==> config.mk <==
export PLATFORM = sky130hd
export DESIGN_NAME = mem_stage_flat
export DESIGN_NICKNAME = d
export VERILOG_FILES = /design/src/rtl/mem_stage_pkg.sv /design/src/rtl/mem_stage_if.sv /design/src/rtl/mem_stage.sv /design/src/flat_wrapper.sv
export SDC_FILE = /design/constraint.sdc
export NUM_CORES = 1
export LEC_CHECK = 0
export CORE_MARGIN = 3
export CORE_UTILIZATION = 37
export CTS_CLUSTER_DIAMETER = 100
export DETAILED_ROUTE_END_ITERATION = 8
export PLACE_DENSITY = 0.76
export SETUP_SLACK_MARGIN = 0.4
export SYNTH_ARGS = -nofsm -noshare
export SYNTH_HDL_FRONTEND = slang
export SYNTH_SLANG_ARGS = --single-unit
==> constraint.sdc <==
create_clock -name clk -period 1.8 [get_ports clk]
set_input_delay 0.36 -clock clk [delete_from_list [all_inputs] [get_ports clk]]
set_output_delay 0.36 -clock clk [all_outputs]
set_load 0.03 [all_outputs]
==> src/rtl/mem_stage_pkg.sv <==
// Shared types and encodings for the memory-access pipeline stage.
// Provides the writeback-select and FSM state encodings, the EX/MEM payload
// struct and a small alignment helper.
package mem_stage_pkg;

  localparam int unsigned XLEN  = 32;
  localparam int unsigned REG_W = 5;

  // Writeback source select carried with each instruction
  localparam logic WB_SEL_ALU = 1'b0;
  localparam logic WB_SEL_MEM = 1'b1;

  // Memory-access FSM states
  typedef enum logic {
    S_RUN  = 1'b0,
    S_WAIT = 1'b1
  } state_e;

  // EX/MEM pipeline register payload
  typedef struct packed {
    logic [XLEN-1:0]  alu_res;
    logic [XLEN-1:0]  rt_data;
    logic [REG_W-1:0] rd;
    logic             mem_en;
    logic             w_reg_en;
    logic             wb_sel;
  } ex_mem_t;

  // Word alignment check on the two address LSBs
  function automatic logic is_aligned(input logic [1:0] lsb);
    return (lsb == 2'b00);
  endfunction

endpackage

==> src/rtl/mem_stage_if.sv <==
// Data-memory req/ack port.
//   req/we/addr/wdata : request side, driven by the pipeline (master)
//   ack/rdata         : completion side, driven by the memory (slave)
interface mem_stage_if;
  import mem_stage_pkg::*;

  logic            req;
  logic            we;
  logic [XLEN-1:0] addr;
  logic [XLEN-1:0] wdata;
  logic            ack;
  logic [XLEN-1:0] rdata;

  modport master (output req, we, addr, wdata, input ack, rdata);
  modport slave  (input req, we, addr, wdata, output ack, rdata);

endinterface

==> src/rtl/mem_stage.sv <==
// Memory-access stage: EX/MEM register, word load/store over a req/ack port,
// front-of-pipe stall while an access is outstanding, MEM/WB register, and the
// EX/MEM forwarding/hazard taps.
// Ports:
//   clk, rst_n            clock, async active-low reset
//   ex_*                  instruction fields from execute
//   dmem                  data-memory req/ack port (master side)
//   mem_stall             hold PC, IF/ID, ID/EX and EX/MEM (combinational on ack)
//   ex_mem_alu_res, mem_rd, mem_w_reg_en, mem_is_load   EX/MEM taps
//   wb_*                  MEM/WB register
//   mem_err               sticky misalign/timeout flag
module mem_stage
  import mem_stage_pkg::*;
#(
  parameter int unsigned TIMEOUT = 16
) (
  input  logic              clk,
  input  logic              rst_n,
  input  logic [XLEN-1:0]   ex_alu_res,
  input  logic [XLEN-1:0]   ex_rt_data,
  input  logic [REG_W-1:0]  ex_rd,
  input  logic              ex_mem_en,
  input  logic              ex_w_reg_en,
  input  logic              ex_wb_sel,
  mem_stage_if.master       dmem,
  output logic              mem_stall,
  output logic [XLEN-1:0]   ex_mem_alu_res,
  output logic [REG_W-1:0]  mem_rd,
  output logic              mem_w_reg_en,
  output logic              mem_is_load,
  output logic [XLEN-1:0]   wb_alu_res,
  output logic [XLEN-1:0]   wb_rdata,
  output logic [REG_W-1:0]  wb_rd,
  output logic              wb_w_reg_en,
  output logic              wb_sel,
  output logic              mem_err
);

  localparam int unsigned CNT_W = $clog2(TIMEOUT + 1);

  ex_mem_t           mr;
  state_e            state;
  logic [CNT_W-1:0]  cnt;

  logic is_store;
  logic is_load;
  logic has_acc;
  logic misaligned;
  logic issue;
  logic done;
  logic abort;
  logic stall_c;

  // Access decode and completion/abort detection for the EX/MEM contents
  always_comb begin
    is_store   = mr.mem_en;
    is_load    = (mr.wb_sel == WB_SEL_MEM) && !mr.mem_en;
    has_acc    = is_store || is_load;
    misaligned = has_acc && !is_aligned(mr.alu_res[1:0]);
    issue      = has_acc && !misaligned;
    done       = issue && dmem.ack;
    abort      = issue && !dmem.ack && (state == S_WAIT) && (cnt == CNT_W'(TIMEOUT));
    stall_c    = issue && !done && !abort;
  end

  // Request is a direct decode of the held EX/MEM register, so it stays
  // stable while stalled and drops immediately on reset.
  assign dmem.req   = issue;
  assign dmem.we    = issue && is_store;
  assign dmem.addr  = mr.alu_res;
  assign dmem.wdata = mr.rt_data;

  assign mem_stall      = stall_c;
  assign ex_mem_alu_res = mr.alu_res;
  assign mem_rd         = mr.rd;
  assign mem_w_reg_en   = mr.w_reg_en;
  assign mem_is_load    = is_load;

  // Access FSM and wait counter
  always_ff @(posedge clk or negedge rst_n) begin
    if (!rst_n) begin
      state <= S_RUN;
      cnt   <= '0;
    end else begin
      case (state)
        S_RUN: begin
          if (issue && !dmem.ack) begin
            state <= S_WAIT;
            cnt   <= CNT_W'(1);
          end
        end
        S_WAIT: begin
          if (done || abort) begin
            state <= S_RUN;
            cnt   <= '0;
          end else begin
            cnt <= cnt + CNT_W'(1);
          end
        end
        default: begin
          state <= S_RUN;
          cnt   <= '0;
        end
      endcase
    end
  end

  // EX/MEM register, frozen while the stage stalls
  always_ff @(posedge clk or negedge rst_n) begin
    if (!rst_n) begin
      mr <= '0;
    end else if (!stall_c) begin
      mr.alu_res  <= ex_alu_res;
      mr.rt_data  <= ex_rt_data;
      mr.rd       <= ex_rd;
      mr.mem_en   <= ex_mem_en;
      mr.w_reg_en <= ex_w_reg_en;
      mr.wb_sel   <= ex_wb_sel;
    end
  end

  // MEM/WB register: retire completed/no-access instructions, otherwise bubble
  always_ff @(posedge clk or negedge rst_n) begin
    if (!rst_n) begin
      wb_alu_res  <= '0;
      wb_rdata    <= '0;
      wb_rd       <= '0;
      wb_w_reg_en <= 1'b0;
      wb_sel      <= 1'b0;
    end else if (!has_acc || done) begin
      wb_alu_res  <= mr.alu_res;
      wb_rdata    <= is_load ? dmem.rdata : '0;
      wb_rd       <= mr.rd;
      wb_w_reg_en <= mr.w_reg_en;
      wb_sel      <= mr.wb_sel;
    end else begin
      wb_alu_res  <= '0;
      wb_rdata    <= '0;
      wb_rd       <= '0;
      wb_w_reg_en <= 1'b0;
      wb_sel      <= 1'b0;
    end
  end

  // Sticky error, cleared only by reset
  always_ff @(posedge clk or negedge rst_n) begin
    if (!rst_n) begin
      mem_err <= 1'b0;
    end else if (misaligned || abort) begin
      mem_err <= 1'b1;
    end
  end

endmodule

==> src/flat_wrapper.sv <==
// flat-port wrapper written by rule: the top's interface ports become plain ports
module mem_stage_flat import mem_stage_pkg::*;
#(
  parameter int unsigned TIMEOUT = 16
)
  (clk, rst_n, ex_alu_res, ex_rt_data, ex_rd, ex_mem_en, ex_w_reg_en, ex_wb_sel, mem_stall, ex_mem_alu_res, mem_rd, mem_w_reg_en, mem_is_load, wb_alu_res, wb_rdata, wb_rd, wb_w_reg_en, wb_sel, mem_err, dmem_req, dmem_we, dmem_addr, dmem_wdata, dmem_ack, dmem_rdata);
  mem_stage_if dmem_i ();
  input  logic clk;
  input  logic rst_n;
  input  logic [XLEN-1:0] ex_alu_res;
  input  logic [XLEN-1:0] ex_rt_data;
  input  logic [REG_W-1:0] ex_rd;
  input  logic ex_mem_en;
  input  logic ex_w_reg_en;
  input  logic ex_wb_sel;
  output logic mem_stall;
  output logic [XLEN-1:0] ex_mem_alu_res;
  output logic [REG_W-1:0] mem_rd;
  output logic mem_w_reg_en;
  output logic mem_is_load;
  output logic [XLEN-1:0] wb_alu_res;
  output logic [XLEN-1:0] wb_rdata;
  output logic [REG_W-1:0] wb_rd;
  output logic wb_w_reg_en;
  output logic wb_sel;
  output logic mem_err;
  output wire logic [$bits(dmem_i.req)-1:0] dmem_req;
  output wire logic [$bits(dmem_i.we)-1:0] dmem_we;
  output wire logic [$bits(dmem_i.addr)-1:0] dmem_addr;
  output wire logic [$bits(dmem_i.wdata)-1:0] dmem_wdata;
  input wire logic [$bits(dmem_i.ack)-1:0] dmem_ack;
  input wire logic [$bits(dmem_i.rdata)-1:0] dmem_rdata;
  assign dmem_req = dmem_i.req;
  assign dmem_we = dmem_i.we;
  assign dmem_addr = dmem_i.addr;
  assign dmem_wdata = dmem_i.wdata;
  assign dmem_i.ack = dmem_ack;
  assign dmem_i.rdata = dmem_rdata;
  mem_stage #(.TIMEOUT(TIMEOUT)) u_core (.clk(clk), .rst_n(rst_n), .ex_alu_res(ex_alu_res), .ex_rt_data(ex_rt_data), .ex_rd(ex_rd), .ex_mem_en(ex_mem_en), .ex_w_reg_en(ex_w_reg_en), .ex_wb_sel(ex_wb_sel), .dmem(dmem_i), .mem_stall(mem_stall), .ex_mem_alu_res(ex_mem_alu_res), .mem_rd(mem_rd), .mem_w_reg_en(mem_w_reg_en), .mem_is_load(mem_is_load), .wb_alu_res(wb_alu_res), .wb_rdata(wb_rdata), .wb_rd(wb_rd), .wb_w_reg_en(wb_w_reg_en), .wb_sel(wb_sel), .mem_err(mem_err));
endmodule
Word level (Yosys, flattened, before mapping)
Index checks and enable logic that the tools add are counted.
- add/subtract/negate cells: 1
- eq/ne operators: 2
- multiplexer cells: 12
- bitwise operators: 1
- reductions and logical operators: 22
- operators by type and width (operator ; number):
    $mux 32 ; 3
    $mux 5 ; 3
    $logic_and 1x1->1 ; 10
    $pmux 5 s2 ; 1
    $logic_not 1->1 ; 7
    $add 5x1->5 const B ; 1
    $eq 5x5->1 const B ; 1
    $logic_or 1x1->1 ; 4
    $mux 1 ; 4
    $logic_not 2->1 ; 1
    $ne 2x1->1 const B ; 1
    $pmux 1 s2 ; 1
    $not 1->1 ; 1
- register bits after elaboration: 150
- input bits: 107
- output and inout port bits: 178
- word-level logic and storage cells: 52

Longest topological paths before layout
Gate-level depths: netlist of run 1.
- depth in word-level cells: 12
- depth in mapped cells: 7
- mapped depth without buffers: 5

Worst setup path after synthesis of run 1
No wires, ideal clock.
- path kind: register to output
- start point: register u_core.cnt[0]
- end point: output mem_stall
- arrival: 1446 ps
- slack: -6 ps
- cell stages (with the launch flop): 8
- buffers on the path: 2
- path through: dfrtp_1 -> inv_1 -> ha_1 -> nand4b_4 -> o2111ai_2 -> buf_6 -> buf_4 -> inv_1
- word-level cells in the longest chain between the ends: 4
- ends and longest elaborated chain (what ; RTL line ; source):
    start, declared ; mem_stage.sv:43 ; logic [CNT_W-1:0] cnt;
    start signal, assigned ; mem_stage.sv:97 ; cnt <= cnt + CNT_W'(1);
    $eq 5x5->1 ; mem_stage.sv:62 ; abort = issue && !dmem.ack && (state == S_WAIT) && (cnt == CNT_W'(TIMEOUT));
    $logic_and 1x1->1 ; mem_stage.sv:62 ;
    $logic_not 1->1 ; mem_stage.sv:63 ; stall_c = issue && !done && !abort;
    $logic_and 1x1->1 ; mem_stage.sv:63 ;
    end, declared ; flat_wrapper.sv:16 ; output logic mem_stall;
Every way passes these cells.

Final worst setup path of run 1
- start point: register u_core.mr (netlist bit u_core.is_store)
- end point: output mem_stall
- word-level cells in the longest chain between the ends: 11
- elaborated cells between the ends (all ways): 14
- ends and longest elaborated chain (what ; RTL line ; source):
    start, declared ; mem_stage.sv:41 ; ex_mem_t mr;
    $logic_not 1->1 ; mem_stage.sv:57 ; is_load = (mr.wb_sel == WB_SEL_MEM) && !mr.mem_en;
    $logic_and 1x1->1 ; mem_stage.sv:57 ;
    $logic_or 1x1->1 * ; mem_stage.sv:58 ; has_acc = is_store || is_load;
    $logic_and 1x1->1 ; mem_stage.sv:59 ; misaligned = has_acc && !is_aligned(mr.alu_res[1:0]);
    $logic_not 1->1 ; mem_stage.sv:60 ; issue = has_acc && !misaligned;
    $logic_and 1x1->1 * ; mem_stage.sv:60 ;
    $logic_and 1x1->1 (3 in a row) ; mem_stage.sv:62 ;
    $logic_not 1->1 ; mem_stage.sv:63 ;
    $logic_and 1x1->1 * ; mem_stage.sv:63 ;
Every way passes the cells marked *; elsewhere a longest branch is shown, timed or not.

==> results of run 1 <==
-- critical path: cells and delay by family (launching register included) --
family,cells,cell delay (ps)
buf+inv,2,200
flops,1,470
compound gates,1,130
simple gates,1,380
-- layout make-up --
type,count,area (sq um)
Tap cell,216,270
Multi-Input combinational cell,181,1840
Inverter,5,18.8
Clock buffer,22,474
Clock inverter,10,143
Timing Repair Buffer,354,3120
Fill cell,1274,6490
Sequential cell,150,3760
-- stage by stage --
stage          cell area (sq um)  hold slack, ps  power [mW]
2_1_floorplan               6230            64.4        5.28
3_3_place_gp                8730             297        6.13
3_5_place_dp                8730             292        6.18
4_1_cts                     9230             418        9.91
5_1_grt                     9620             465        10.5
6_report                    9620             439        10.0
-- flip-flops by register name, indices dropped and copies added (netlist names) --
signal and cells:
u_core.cnt 5, u_core.dmem.addr 32, u_core.dmem.wdata 32, u_core.is_store 1, u_core.mem_err 1, u_core.mem_rd 5, u_core.mem_w_reg_en 1, u_core.mr 1
u_core.state 1, u_core.wb_alu_res 32, u_core.wb_rd 5, u_core.wb_rdata 32, u_core.wb_sel 1, u_core.wb_w_reg_en 1
-- synth_stat cells (2+ instances only) --
cell type  number
a21o_1          2
a31oi_1         3
and2_1         37
and3_1          2
buf_2           2
buf_4         102
buf_6           6
clkbuf_1        7
dfrtp_1       150
ha_1            2
inv_1           5
mux2_1         56
mux2_2         14
nand2_1         4
nand4_1         2
nor2_1          2
nor2b_1        38
o22ai_1         2
or2_2           2
xor2_1          2
-- power by group --
| group | leakage [nW] | total, mW | internal (mW) | switching (mW) |
|---|---|---|---|---|
| clock network | 0.302 | 3.69 | 2.31 | 1.38 |
| registers | 1.88 | 3.87 | 3.66 | 0.211 |
| logic | 2.56 | 2.49 | 1.18 | 1.31 |
| total | 4.74 | 10.0 | 7.14 | 2.91 |
-- final timing paths --
| path | start | endpoint | cells after the start |
|---|---|---|---|
| worst max-delay path | u_core.is_store | mem_stall | 4 |
| worst min-delay path | rst_n | u_core.dmem.wdata[28] | 2 |
| worst max register to register | u_core.is_store | u_core.dmem.wdata[30] | 6 |
| worst min register to register | u_core.mem_err | u_core.mem_err | 1 |
| max in group asynchronous | rst_n | u_core.dmem.addr[12] | 3 |
| min in group clk | u_core.mem_err | u_core.mem_err | 1 |
-- per-layer routing --
metal / GRT usage / wire (microns) / vias to the layer above / share of wire
li1: - / - / 1897 / -
met1: 0.195 / 6210 / 2070 / 0.38
met2: 0.270 / 8610 / 192 / 0.52
met3: 0.0654 / 1470 / 10 / 0.089
met4: 0.0566 / 132 / 0 / 0.0080
met5: 0 / 0 / - / 0
-- repair_timing --
item / CTS / global route
hold buffers: 1 / 0
resized for setup: 567 / 298
gates cloned: 1 / 8
pin swaps: 4 / 35
buffers inserted: 17 / 20
setup endpoints to repair: 308 / 277
endpoints found under the hold margin: 32 / 0
-- cell families after synthesis --
| kind of cell | count (synthesis) | share of synthesized area |
|---|---|---|
| buffers and inverters | 123 | 0.145 |
| DFF | 150 | 0.608 |
| xor gates and xnor gates | 2 | 0.00284 |
| adders and majority gates | 2 | 0.00405 |
| and+or+nand+nor | 91 | 0.0930 |
| AOI/OAI and AO/OA | 16 | 0.0197 |
| muxes | 70 | 0.128 |
==> parameters.txt, run 1 <==
Parameter                              Value

Run status
  Result of the run    complete, but fails checks
  Violated checks    negative setup slack

Setup path
  Critical path endpoint category    primary output
  Required time reported for the critical path endpoint    1440 ps
  Slack of the worst reg-to-reg path    -120 ps
  Type of the worst setup path    reg2out
  Critical Path Slowest Stage Cell    dfrtp_1
  Critical Path Max Stage Delay    470 ps
  Crit-path cells    or2_2, o2111ai_4, inv_2, buf_6
  Highest net fanout along the worst path    5
  Crit path DAT    1590 ps
  Critical Path Start Type    flip-flop

Flow run
  Count of maximum capacitance violations    0

Layout
  Share of post-route cells with drive strength above 1    0.508
  Commonest cells after routing, fill and taps aside    dfrtp_1 (144), clkdlybuf4s50_1 (105), clkbuf_2 (73)
  Leading cell type in the layout, fill and taps excluded    dfrtp_1
  Count of antenna diodes in the layout    0
  Core occupancy in the finished layout    0.597
  Final non-filler cell total    938
  Area added between synthesis and finish    55.9%
  Net total in the final layout    just over 800

Timing
  Total negative setup slack    -2990 ps
  Final count of hold timing violations    0
  Share of the clock period used by the worst path after layout    1.08
  Shortest period the worst path allows    1950 ps
  Slew of the pin with the lowest slew margin    373 ps
  Relative max-transition margin    0.751
  Count of final setup violators    56
  Highest attainable clock frequency    513 MHz
  Final setup slack of the worst path    -150 ps
  Final number of max-transition violations    0
  Unrepaired setup endpoints after global routing    true
  Clock tree skew after final layout    roughly 9.9 ps

Yosys
  Asr flop ratio synth    1.00
  Distinct cells, synth    34
  Cell taking the most area after synthesis    dfrtp_1
  Largest cells by area after synthesis    dfrtp_1 (61%), buf_4 (12%), mux2_1 (10%)
  Netlist area before placement    ~0.0062 sq mm
  Ys flop type    dfrtp_1
  EDFF count, synth    0
  Net count after synthesis    about 560
  Number of standard cells after synthesis    about 450
  Synth Register Bits    150
  Mean post-synth cell area    13.6 sq um
  Fraction of the yosys area taken by sequential cells    0.608
  Area fraction of the dominant cell type after synthesis    0.608
  Number of synthesis warnings    0

CTS
  Largest buffer count on any clock path    2
  Total CTS buffers    17
  CTS H-tree lvls    4
  Clock-pin slew on the worst setup and hold paths    60 ps
  Worst-Skew Late Latency    roughly 410 ps
  Num Clock Sinks    150
  Clock tree from TritonCTS    yes
  Root Buffer Master    clkbuf_16

Floorplanning
  Std-Cell Core Area    0.0161 sq mm
  Initial core utilization    0.383
  Area of the die    around 0.018 sq mm
  Die Y-Extent    around 140 microns
  I/O pin count    around 290
  Width of the chip    roughly 140 microns
  Standard-cell row count    46

Placement
  HPWL after detailed placement    roughly 11 mm
  Pre-CTS setup slack    -174 ps
  Total instance count after detailed placement    859
  Routability congestion estimate from global placement    around 0.73
  Port Buffer Count    about 280

Detailed routing
  Number of vias per cell    approximately 4.4
  First-pass DRT Iterations    4
  Total Routed Length    ~16 mm
  Routed vias    between 4000 and 5000
  Detailed Route Iter0 Violations    between 100 and 150
  Drc violations    0
  Mean routed wirelength per cell    between 15 and 20 microns
  Number of antenna-violating nets in the routed design    0

Power and ir drop
  Max rail drop VDD    between 0.0005 and 0.0006 V
  Reported leakage power    around 4.7 nW
  Total power divided by cell area    1040 mW/mm^2

Global route
  Pin count of the biggest net entering global routing    40
  Remaining Overflow, GRT    0
  Number of global-route vias before repair    4255
  Number of antenna violations at the first check in global routing    0
  GRT Resource Usage Total    0.164
  Wire length of the first global-routing pass    23.1 mm

Hold path
  Worst min-delay path category    in2async
Power figures use the tool's default switching activity.
==> run 2, diff against run 1 <==
--- a/config.mk
+++ b/config.mk
@@ -5,11 +5,13 @@
 export SDC_FILE = /design/constraint.sdc
 export NUM_CORES = 1
 export LEC_CHECK = 0
+export CELL_PAD_IN_SITES_DETAIL_PLACEMENT = 0
+export CELL_PAD_IN_SITES_GLOBAL_PLACEMENT = 1
 export CORE_MARGIN = 3
-export CORE_UTILIZATION = 37
+export CORE_UTILIZATION = 29
 export CTS_CLUSTER_DIAMETER = 100
 export DETAILED_ROUTE_END_ITERATION = 8
-export PLACE_DENSITY = 0.76
+export PLACE_DENSITY_LB_ADDON = 0.1
 export SETUP_SLACK_MARGIN = 0.4
 export SYNTH_ARGS = -nofsm -noshare
 export SYNTH_HDL_FRONTEND = slang
==> run 2 against run 1 <==
  * Global-route usage decreased by 0.93 points
  * Design area is 7.2% higher
  * The flow still finishes with violations (negative setup slack)
  * Critical path depth rose by 3
  * Critical endpoint unchanged
  * Final cell count grew 8.5%
  * Sequential share of layout area shrank 2.6 points
  * Clock skew down 1.0 ps
  * Fmax decreased by 5.0%
  * Core utilization down 9.5 points
  * Die area rose by 26%
  * Wire length grew 9.8%
  * Combinational power increased by 11%
  * Largest cell class unchanged
==> parameters.txt, run 2 (same netlist as run 1, synthesis figures left out) <==
Parameter                              Value

Run status
  Result of the run    complete, but fails checks (unchanged)
  Violated checks    negative setup slack (unchanged)

Timing
  Final setup slack of the worst path    -252 ps (was -150 ps)
  Final number of max-transition violations    0 (unchanged)
  Highest attainable clock frequency    487 MHz (was 513 MHz)
  Relative max-transition margin    0.737 (was 0.751)
  Share of the clock period used by the worst path after layout    1.14 (was 1.08)
  Clock tree skew after final layout    8.90 ps (was 9.94 ps)
  Unrepaired setup endpoints after global routing    true (unchanged)
  Final count of hold timing violations    0 (unchanged)
  Shortest period the worst path allows    2050 ps (was 1950 ps)
  Slew of the pin with the lowest slew margin    394 ps (was 373 ps)
  Total negative setup slack    -10370 ps (was -2990 ps)
  Count of final setup violators    76 (was 56)

CTS
  Root Buffer Master    clkbuf_16 (unchanged)
  CTS H-tree lvls    4 (unchanged)
  Clock-pin slew on the worst setup and hold paths    60 ps (about the same)
  Num Clock Sinks    150 (unchanged)
  Largest buffer count on any clock path    2 (unchanged)
  Clock tree from TritonCTS    yes (unchanged)
  Worst-Skew Late Latency    420 ps (was 410 ps)
  Total CTS buffers    17 (unchanged)

Power and ir drop
  Total power divided by cell area    1000 mW/mm^2 (was 1040 mW/mm^2)
  Max rail drop VDD    0.000625 V (was 0.000594 V)
  Reported leakage power    5.14 nW (was 4.74 nW)

Detailed routing
  Detailed Route Iter0 Violations    115 (was 112)
  Total Routed Length    18.0 mm (was 16.4 mm)
  Routed vias    4261 (was 4169)
  Number of vias per cell    4.19 (was 4.44)
  Drc violations    0 (unchanged)
  Mean routed wirelength per cell    17.7 microns (was 17.5 microns)
  First-pass DRT Iterations    4 (unchanged)
  Number of antenna-violating nets in the routed design    0 (unchanged)

Layout
  Leading cell type in the layout, fill and taps excluded    dfrtp_1 (unchanged)
  Count of antenna diodes in the layout    0 (unchanged)
  Commonest cells after routing, fill and taps aside    dfrtp_1 (139), clkdlybuf4s50_1 (105), buf_2 (101) (was dfrtp_1 (144), clkdlybuf4s50_1 (105), clkbuf_2 (73))
  Area added between synthesis and finish    67.2% (was 55.9%)
  Share of post-route cells with drive strength above 1    0.579 (was 0.508)
  Net total in the final layout    845 (was 818)
  Area of all placed cells without fillers    0.0103 sq mm (was 0.00962 sq mm)

Setup path
  Type of the worst setup path    reg2out (unchanged)
  RR Endpoint    u_core.dmem.addr[6] (was u_core.dmem.wdata[30])
  Critical Path Start Type    flip-flop (unchanged)
  CP startpoint    u_core.cnt[0] (was u_core.is_store)
  Slack of the worst reg-to-reg path    -200 ps (was -120 ps)
  Crit path DAT    1690 ps (was 1590 ps)
  Required time reported for the critical path endpoint    1440 ps (about the same)
  Number of cells on the worst reg-to-reg path    9 (was 6)
  Critical path endpoint category    primary output (unchanged)
  Worst flop-to-flop path startpoint    u_core.cnt[0] (was u_core.is_store)
  Highest net fanout along the worst path    2 (was 5)

Flow run
  Count of maximum capacitance violations    0 (unchanged)

Floorplanning
  Die Y-Extent    152 microns (was 135 microns)
  Initial core utilization    0.300 (was 0.383)
  Width of the chip    152 microns (was 135 microns)
  Area of the die    0.0231 sq mm (was 0.0183 sq mm)
  Standard-cell row count    52 (was 46)
  Std-Cell Core Area    0.0206 sq mm (was 0.0161 sq mm)
  I/O pin count    285 (unchanged)

Global route
  Pin count of the biggest net entering global routing    40 (unchanged)
  Wire length of the first global-routing pass    27.7 mm (was 23.1 mm)
  GRT Resource Usage Total    0.154 (was 0.164)
  Remaining Overflow, GRT    0 (unchanged)
  Number of antenna violations at the first check in global routing    0 (unchanged)
  Number of global-route vias before repair    4660 (was 4255)

Placement
  HPWL after detailed placement    11.9 mm (was 10.6 mm)
  Routability congestion estimate from global placement    0.737 (was 0.729)
  Placed cell area    0.00889 sq mm (was 0.00873 sq mm)
  Port Buffer Count    284 (unchanged)

Hold path
  Worst min-delay path category    in2async (unchanged)
==> run 2: final cells by class <==
class,instances,area (sq um)
sequential,150,3770
inverter,5,21.3
clock buffer,19,453
clock inverter,12,168
timing repair buffer,381,3600
tap,270,338
fill,1812,10200
multi-input combinational,181,1970
==> run 2: per-layer routing <==
layer / up-vias / GRT usage / wire (microns)
met1: 2090 / 0.177 / 7030
met4: 0 / 0.0527 / 276
met2: 196 / 0.264 / 9220
met5: - / 0 / 0
met3: 21 / 0.0606 / 1500
li1: 1954 / - / -
==> run 2: how the worst max path moves through the flow <==
| stage | slack [ps] | depth (start not counted) | end |
|---|---|---|---|
| after floorplan | 30 | 7 | mem_stall |
| after global placement | -120 | 6 | mem_stall |
| after detailed placement | -140 | 6 | u_core.dmem.wdata[7] |
| after CTS | -300 | 7 | mem_stall |
| after global routing | -350 | 7 | mem_stall |
| final | -250 | 7 | mem_stall |
==> run 2: power by group <==
part	internal [mW]	switching, mW	leakage [nW]
Clock	2.27	1.45	0.301
Sequential	3.66	0.208	1.87
Combinational	1.38	1.38	2.97
==> run 2: worst max-delay path, cell delays in order, from the launching register on <==
cell	delay [ps]
dfrtp_1	390
inv_2	80
ha_4	140
nand4b_4	130
o2111ai_4	250
buf_12	140
inv_4	20
buf_6	120
==> run 2: per-stage QoR <==
stage	worst slack, ps	utilization	std cells	total power, mW	hold WS, ps
floorplan	28.1	-	454	5.28	64.4
global placement	-115	0.433	922	6.19	299
detailed placement	-142	0.433	922	6.22	295
CTS	-297	0.473	999	10.2	405
global route	-352	0.502	1018	10.8	421
finish	-252	0.502	1018	10.4	414
==> run 2: timing repair <==
| action | CTS | global route |
|---|---|---|
| cloned | 8 | 3 |
| endpoints found under the setup margin | 320 | 214 |
| gates resized for setup | 1052 | 128 |
| hold buffers | 1 | 0 |
| pin swaps | 15 | 31 |
| buffers inserted | 37 | 16 |
| hold endpoints to repair | 32 | 0 |
